`src/rtl/line_render_scheduler.sv`:
```
// ============================================================================
//  Module   : line_render_scheduler
//  Brief    : Schedules per-line rendering into a ping-pong line buffer against
//             VGA timing; swaps halves at end of line, flags overruns, vblank IRQ.
//  Revision : 1.0 - initial release
// ============================================================================
`default_nettype none

module line_render_scheduler #(
    parameter int TOTAL_WIDTH   = 800,
    parameter int TOTAL_HEIGHT  = 525,
    parameter int ACTIVE_HEIGHT = 480,
    parameter int START_H       = 0,
    parameter int SWAP_H        = 799
) (
    input  logic        clk,
    input  logic        reset,
    input  logic        enable,
    input  logic [9:0]  hpos,
    input  logic [9:0]  vpos,
    input  logic        render_done,
    input  logic        irq_ack,
    input  logic        underrun_clear,
    output logic        render_start,
    output logic        render_abort,
    output logic [9:0]  render_line,
    output logic        render_busy,
    output logic        read_buf,
    output logic        write_buf,
    output logic        vblank_irq,
    output logic [15:0] frame_count,
    output logic        underrun
);

    localparam logic [1:0] S_IDLE   = 2'd0;
    localparam logic [1:0] S_RENDER = 2'd1;
    localparam logic [1:0] S_DONE   = 2'd2;

    localparam logic [9:0] c_TOTAL_W  = 10'(TOTAL_WIDTH);
    localparam logic [9:0] c_LAST_V   = 10'(TOTAL_HEIGHT - 1);
    localparam logic [9:0] c_ACTIVE_H = 10'(ACTIVE_HEIGHT);
    localparam logic [9:0] c_START_H  = 10'(START_H);
    localparam logic [9:0] c_SWAP_H   = 10'(SWAP_H);

    logic [1:0]  state_q, state_d;
    logic        armed_q, armed_d;
    logic        start_q, start_d;
    logic        abort_q, abort_d;
    logic [9:0]  line_q, line_d;
    logic        rbuf_q, rbuf_d;
    logic        und_q, und_d;
    logic        irq_q, irq_d;
    logic [15:0] fc_q, fc_d;

    logic [9:0]  w_tgt;
    logic        w_in_line;
    logic        w_trigger;
    logic        w_swap_ev;
    logic        w_vb_set;

    // The line rendered now is the one scanned out next; the last line of the
    // frame prepares line 0 of the following frame.
    assign w_tgt     = (vpos == c_LAST_V) ? 10'd0 : vpos + 10'd1;
    assign w_in_line = (hpos < c_TOTAL_W);
    assign w_trigger = w_in_line && (hpos == c_START_H) && (w_tgt < c_ACTIVE_H) && enable;
    assign w_swap_ev = w_in_line && (hpos == c_SWAP_H) && armed_q;
    assign w_vb_set  = (vpos == c_ACTIVE_H) && (hpos == 10'd0);

    always_comb begin
        state_d = state_q;
        armed_d = armed_q;
        start_d = 1'b0;
        abort_d = 1'b0;
        line_d  = line_q;
        rbuf_d  = rbuf_q;
        und_d   = und_q & ~underrun_clear;
        irq_d   = w_vb_set | (irq_q & ~irq_ack);
        fc_d    = fc_q + {15'd0, w_vb_set};

        case (state_q)
            S_IDLE: begin
                if (w_trigger) begin
                    state_d = S_RENDER;
                    start_d = 1'b1;
                    line_d  = w_tgt;
                    armed_d = 1'b1;
                end
            end
            S_RENDER: begin
                // A done pulse coinciding with the swap still counts as on time.
                if (w_swap_ev) begin
                    state_d = S_IDLE;
                    armed_d = 1'b0;
                    rbuf_d  = ~rbuf_q;
                    if (!render_done) begin
                        und_d   = 1'b1;
                        abort_d = 1'b1;
                    end
                end else if (render_done) begin
                    state_d = S_DONE;
                end
            end
            S_DONE: begin
                if (w_swap_ev) begin
                    state_d = S_IDLE;
                    armed_d = 1'b0;
                    rbuf_d  = ~rbuf_q;
                end
            end
            default: begin
                state_d = S_IDLE;
                armed_d = 1'b0;
            end
        endcase
    end

    always_ff @(posedge clk) begin
        if (reset) begin
            state_q <= S_IDLE;
            armed_q <= 1'b0;
            start_q <= 1'b0;
            abort_q <= 1'b0;
            line_q  <= 10'd0;
            rbuf_q  <= 1'b0;
            und_q   <= 1'b0;
            irq_q   <= 1'b0;
            fc_q    <= 16'd0;
        end else begin
            state_q <= state_d;
            armed_q <= armed_d;
            start_q <= start_d;
            abort_q <= abort_d;
            line_q  <= line_d;
            rbuf_q  <= rbuf_d;
            und_q   <= und_d;
            irq_q   <= irq_d;
            fc_q    <= fc_d;
        end
    end

    assign render_start = start_q;
    assign render_abort = abort_q;
    assign render_line  = line_q;
    assign render_busy  = (state_q == S_RENDER);
    assign read_buf     = rbuf_q;
    assign write_buf    = ~rbuf_q;
    assign vblank_irq   = irq_q;
    assign frame_count  = fc_q;
    assign underrun     = und_q;

endmodule

`default_nettype wire

```
`config.mk`:
```
export PLATFORM = sky130hd
export DESIGN_NAME = line_render_scheduler
export DESIGN_NICKNAME = d
export VERILOG_FILES = /design/src/rtl/line_render_scheduler.sv
export SDC_FILE = /design/constraint.sdc
export NUM_CORES = 1
export LEC_CHECK = 0
export BUFFER_PORTS_ARGS = -buffer_cell sky130_fd_sc_hd__buf_2
export CAP_MARGIN = 20
export CORE_ASPECT_RATIO = 0.8
export CORE_MARGIN = 2
export CORE_UTILIZATION = 50
export CTS_CLUSTER_SIZE = 40
export DETAILED_ROUTE_END_ITERATION = 7
export MAX_ROUTING_LAYER = met4
export PLACE_DENSITY = 0.79
export SLEW_MARGIN = 20
export SYNTH_ARGS = -nofsm -noshare
export SYNTH_HDL_FRONTEND = slang
export SYNTH_SLANG_ARGS = --single-unit
```
`constraint.sdc`:
```
create_clock -name clk -period 3.18 [get_ports clk]
set_clock_uncertainty 0.05 [all_clocks]
set_input_delay 0.636 -clock clk [delete_from_list [all_inputs] [get_ports clk]]
set_output_delay 0.636 -clock clk [all_outputs]
set_load 0.02 [all_outputs]
```
==> results of run 1 <==
[layout by cell type (no fill, tap or decap), types with 2 or more instances in the layout]
cell type,count
nor4b_1,2
xnor2_1,11
nor2_1,17
nor4_1,5
or3_1,3
nand3_1,13
nor2b_1,4
nor3b_1,2
buf_2,58
nand2b_1,3
and2_1,2
dfxtp_1,34
clkinv_2,2
ha_1,7
o21ai_0,4
xor2_1,9
mux2i_1,8
a21oi_1,5
a31o_2,2
and3_1,5
nor3_1,6
nand4_1,7
inv_1,12
nand2_1,25
and4b_1,2
a31oi_1,3
clkbuf_8,5
[final cells by class]
cell class | instances | area share (%)
inverter | 12 | 2.024
timing repair buffer | 58 | 13.04
clock buffer | 5 | 3.092
tap | 42 | 2.361
clock inverter | 2 | 0.4497
sequential | 34 | 30.58
multi-input combinational | 159 | 48.45
[path summary, 6_finish.rpt]
check / startpoint / to / slack, ns / cells past startpoint
hold / removal: render_line[4] / render_line[4] / 0.41 / 2
setup reg to reg: frame_count[3] / frame_count[14] / 1.19 / 5
hold reg to reg: render_line[4] / render_line[4] / 0.41 / 2
setup / recovery: vpos[0] / frame_count[8] / 0.38 / 12
[through the flow]
step | power [mW] | area, um2 | hold slack, ns | std cells
5_1_grt | 0.8288 | 2226 | 0.4310 | 312
2_1_floorplan | 0.4737 | 1848 | 0.3819 | 214
6_report | 0.7921 | 2226 | 0.4091 | 312
3_5_place_dp | 0.5014 | 2147 | 0.4014 | 305
4_1_cts | 0.7989 | 2226 | 0.4145 | 312
3_3_place_gp | 0.4999 | 2147 | 0.3956 | 305
[worst max-delay path, cell delays in order]
cell and delay (ns):
buf_2 0.13, inv_1 0.08, ha_1 0.17, and4bb_2 0.22
nand3_1 0.07, nor4_1 0.40, ha_1 0.27, ha_1 0.18
and2_1 0.27, nand2_1 0.09, or3_1 0.31, a21oi_1 0.14
[power breakdown]
| part | leakage, nW | internal [mW] | switching (mW) |
|---|---|---|---|
| Clock | 0.0438 | 0.147 | 0.153 |
| Sequential | 0.274 | 0.426 | 0.0000199 |
| Combinational | 0.705 | 0.0269 | 0.0397 |
[registers in the layout, summed over array words and instances (netlist names)]
register / count
frame_count: 16
render_line: 10
state_q: 2
armed_q: 1
read_buf: 1
render_abort: 1
render_start: 1
underrun: 1
vblank_irq: 1
[synthesized netlist by cell type (2+ instances only)]
library cell / instances
dfxtp_1: 34
nand2_1: 25
nor2_1: 17
nand3_1: 13
inv_1: 12
xnor2_1: 11
xor2_1: 9
mux2i_1: 8
ha_1: 7
nand4_1: 7
nor3_1: 6
a21oi_1: 5
and3_1: 5
clkbuf_1: 5
nor4_1: 5
nor2b_1: 4
o21ai_0: 4
a31oi_1: 3
nand2b_1: 3
or3_1: 3
a31o_2: 2
and2_1: 2
and4b_1: 2
buf_2: 2
buf_4: 2
nor3b_1: 2
nor4b_1: 2
[cells by family after synthesis]
logic type | synth area share (%)
and+or+nand+nor | 31.21
DFF | 36.83
AOI/OAI and AO/OA | 8.599
buffers and inverters | 4.807
xor gates and xnor gates | 9.479
muxes | 4.333
adders and majority gates | 4.739
[metal layers]
| layer | track usage [%] | wire length [um] |
|---|---|---|
| met1 | 27.04 | 1983 |
| met2 | 30.42 | 1708 |
| met3 | 4.966 | 218 |
| met4 | 8.086 | 61 |
| met5 | - | 0 |
==> out/metrics.yaml, run 1 <==
clock_network:
  cts_tree: "yes"
  root_buffer: "clkbuf_8"
  h-tree-depth: 2
  post_cts_buffers: 0
  cts_made_buffers: 5
  cts_hold_buffers: 0
  cts.clk_slew.worst_paths_ns: 0.07
  cts.repair.resized: 0
  ctsLongestPathBuffers: 2
  clock_latency_ns: 0.29
  clock_sinks: 34
final_layout:
  regArea_um2: 680.7
  multi_input_area_um2: 1079
  diodes: 0
  syn_to_final_growth_pct: 20.45
  nFillCells: 322
  drive_gt1_share_pct: 27.41
  finish.utilization_pct: 63.70
  fin_nets: 303
synth:
  synth_cell_type_count: 41
  syn_inst: 214
  synth.area.top_cells: "dfxtp_1, xnor2_1, nand2_1, ha_1, mux2i_1"
  ys.flop_type: "dfxtp_1"
  synth_top_cell_by_area: "dfxtp_1"
  async_flop_share_pct: 0
  yosys_warnings: 0
  synth_top_area_share_pct: 36.83
  synth-seq-cells: 34
  synth.yosys.seq_area_share_pct: 36.83
  synth.avg_cell_area_um2: 8.636
  synth-edff-count: 0
  syn_nets: 247
  synthesis.area_um2: 1848
min_path:
  hold_class: "reg2reg"
sta:
  slew_headroom_pct: 52.97
  timing.setup.tns_ns: 0
  hold_viol_final: 0
  period_share_pct: 88.04
  drv_slew: 0
  rsz0062_at_grt: "false"
  worst_slack_ns: 0.3804
  fmax_mhz: 357.2
  setup_viol: 0
  worst_pin_slew_ns: 0.6991
  min_period_ns: 2.800
run_status:
  status: "completed"
pwr:
  power.leakage_nw: 1.023
  power_density_nw_per_um2: 355.8
  peakVddDrop_mv: 0.2304
drt:
  drt_iter0_markers: 84
  via_per_inst: 5.362
  drt-total-wl_mm: 3.972
  dr.pass1.iters: 4
  vias: 1673
  drc_errors: 0
  antenna_left: 0
  wire_per_inst_um: 12.73
setup_path:
  cp-end-kind: "flop"
  critPathLaunchType: "input pin"
  path_class: "in2reg"
  cp_data_required_time_ns: 3.35
  critPathMaxFanout: 6
  critPathArrivalTime_ns: 2.97
place:
  port_buffers: 58
  pre_cts_slack_ns: 0.06517
  gp_congestion: 0.8481
  hpwl_mm: 2.994
global_route:
  grt_pass1_wl_mm: 6.499
  grt_pass1_vias: 1452
  grtUsageTotal_pct: 20.47
  antenna_found_initial: 0
  grt_max_degree: 25
  grt.overflow.total: 0
die:
  coreArea_um2: 3495
  start_util_pct: 52.88
  ios: 59
  die_area_um2: 4201
  row_count: 19
  die_x_um: 71.97
  die_y_um: 58.38
flow_run:
  cap_viol_max_count: 0
(Power assumes the default switching activity.)
==> inputs of run 2 (changes only) <==
PLACE_DENSITY = 0.81   (was 0.79)
==> out/metrics.yaml, run 2 (synthesis results as in run 1) <==
place:
  port_buffers: 58  # unchanged
  hpwl_mm: 3.191  # +6.6%
  gp_congestion: 0.8028  # -5.3%
drt:
  m1WireLength_mm: 2.016  # +1.7%
  antenna_left: 0  # unchanged
  drt_iter0_markers: 63  # -25%
  dr.pass1.iters: 4  # unchanged
  top_layer: "met4"
  wire_per_inst_um: 13.11  # +3.0%
  via_per_inst: 5.431  # +1.3%
  vias: 1700  # +1.6%
  drt-total-wl_mm: 4.104  # +3.3%
  dr_wl_met2_mm: 1.878  # +10%
  met3WireLength_um: 186  # -15%
  drc_errors: 0  # unchanged
clock_network:
  ctsLongestPathBuffers: 2  # unchanged
  root_buffer: "clkbuf_8"
  h-tree-depth: 2  # unchanged
  cts_tree: "yes"
  cts_hold_buffers: 0  # unchanged
  post_cts_buffers: 0  # unchanged
  cts.repair.resized: 0  # unchanged
  clock_sinks: 34  # unchanged
  cts_made_buffers: 5  # unchanged
  cts.clk_slew.worst_paths_ns: 0.07  # about the same
  clock_latency_ns: 0.28  # about the same
sta:
  hold_viol_final: 0  # unchanged
  period_share_pct: 86.58  # -1.5 points
  fin_hold_ws_ns: 0.4108  # +0.001679 ns
  rsz0062_at_grt: "false"
  timing.setup.tns_ns: 0  # unchanged
  drv_slew: 0  # unchanged
  worst_pin_slew_ns: 0.7470  # +0.04793 ns
  setup_viol: 0  # unchanged
  min_period_ns: 2.753  # -0.04631 ns
  slew_headroom_pct: 49.74  # -3.2 points
  fmax_mhz: 363.2  # +1.7%
die:
  die_y_um: 58.38  # unchanged
  row_count: 19  # unchanged
  coreArea_um2: 3495  # unchanged
  die_area_um2: 4201  # unchanged
  start_util_pct: 52.88  # unchanged
  ios: 59  # unchanged
  die_x_um: 71.97  # unchanged
setup_path:
  critPathLaunchType: "input pin"
  critPathArrivalTime_ns: 2.92  # -0.05 ns
  cp-end-kind: "flop"
  critPathMaxFanout: 6  # unchanged
  path_class: "in2reg"
  cp_data_required_time_ns: 3.35  # about the same
final_layout:
  final_common_cell: "buf_2"
  syn_to_final_growth_pct: 21.12
  nFillCells: 310  # -3.7%
  multi_input_area_um2: 1079  # unchanged
  drive_gt1_share_pct: 27.31  # -0.10 points
  diodes: 0  # unchanged
  fin_nets: 303  # unchanged
  largest_reg_flops: 16  # unchanged
  mostFrequentLayoutCells: "buf_2, dfxtp_1, nand2_1"
  regArea_um2: 680.7  # unchanged
global_route:
  grt_pass1_wl_mm: 6.534  # +0.54%
  grt.overflow.total: 0  # unchanged
  grt_pass1_vias: 1456  # +0.28%
  grt_max_degree: 25  # unchanged
  grtUsageTotal_pct: 20.55  # +0.083 points
  antenna_found_initial: 0  # unchanged
flow_run:
  cap_viol_max_count: 0  # unchanged
pwr:
  peakVddDrop_mv: 0.3357  # +46%
  power_density_nw_per_um2: 368.6  # +3.6%
  power.leakage_nw: 1.027  # +0.44%
min_path:
  hold_class: "reg2reg"
run_status:
  status: "completed"
==> run 2: layout make-up <==
type                            instances  share of cell area [%]
Clock buffer                            7                   3.857
Clock inverter                          1                  0.2236
Inverter                               12                   2.012
Multi-Input combinational cell        159                   48.18
Sequential cell                        34                   30.41
Tap cell                               42                   2.348
Timing Repair Buffer                   58                   12.97
==> run 2: layer usage <==
metal / vias up / global-route usage [%]
met4: 0 / 5.660
met5: - / -
met1: 797 / 26.96
li1: 864 / -
met2: 35 / 31.35
met3: 4 / 5.822
==> run 2: per-stage QoR <==
stage / setup WS [ns] / std cells / area (um2) / power [mW] / utilization (%)
final: 0.4267 / 313 / 2238 / 0.8251 / 64.05
after global routing: 0.2203 / 313 / 2238 / 0.8552 / 64.05
after CTS: 0.4259 / 313 / 2238 / 0.8282 / 64.05
after detailed placement: 0.1339 / 305 / 2147 / 0.5013 / 61.44
after global placement: 0.2466 / 305 / 2147 / 0.4998 / 61.44
after floorplan: 0.4456 / 214 / 1848 / 0.4737 / -
==> run 2: worst paths after layout <==
check,to,slack (ns),depth (start not counted),startpoint
min reg2reg,render_line[4],0.41,2,render_line[4]
min,render_line[4],0.41,2,render_line[4]
max reg2reg,frame_count[13],1.13,5,frame_count[3]
max,frame_count[8],0.43,10,hpos[1]
==> run 2: critical path, stage by stage <==
cell,delay (ns)
buf_2,0.10
nor4_1,0.26
nand3_1,0.22
nor4_1,0.44
ha_1,0.27
ha_1,0.18
and2_1,0.26
nand2_1,0.09
or3_1,0.30
a21oi_1,0.14
==> run 2: where the power goes <==
| part | switching, mW | internal [mW] |
|---|---|---|
| logic | 0.0397 | 0.0267 |
| registers | 0.0000206 | 0.426 |
| clock network | 0.158 | 0.175 |
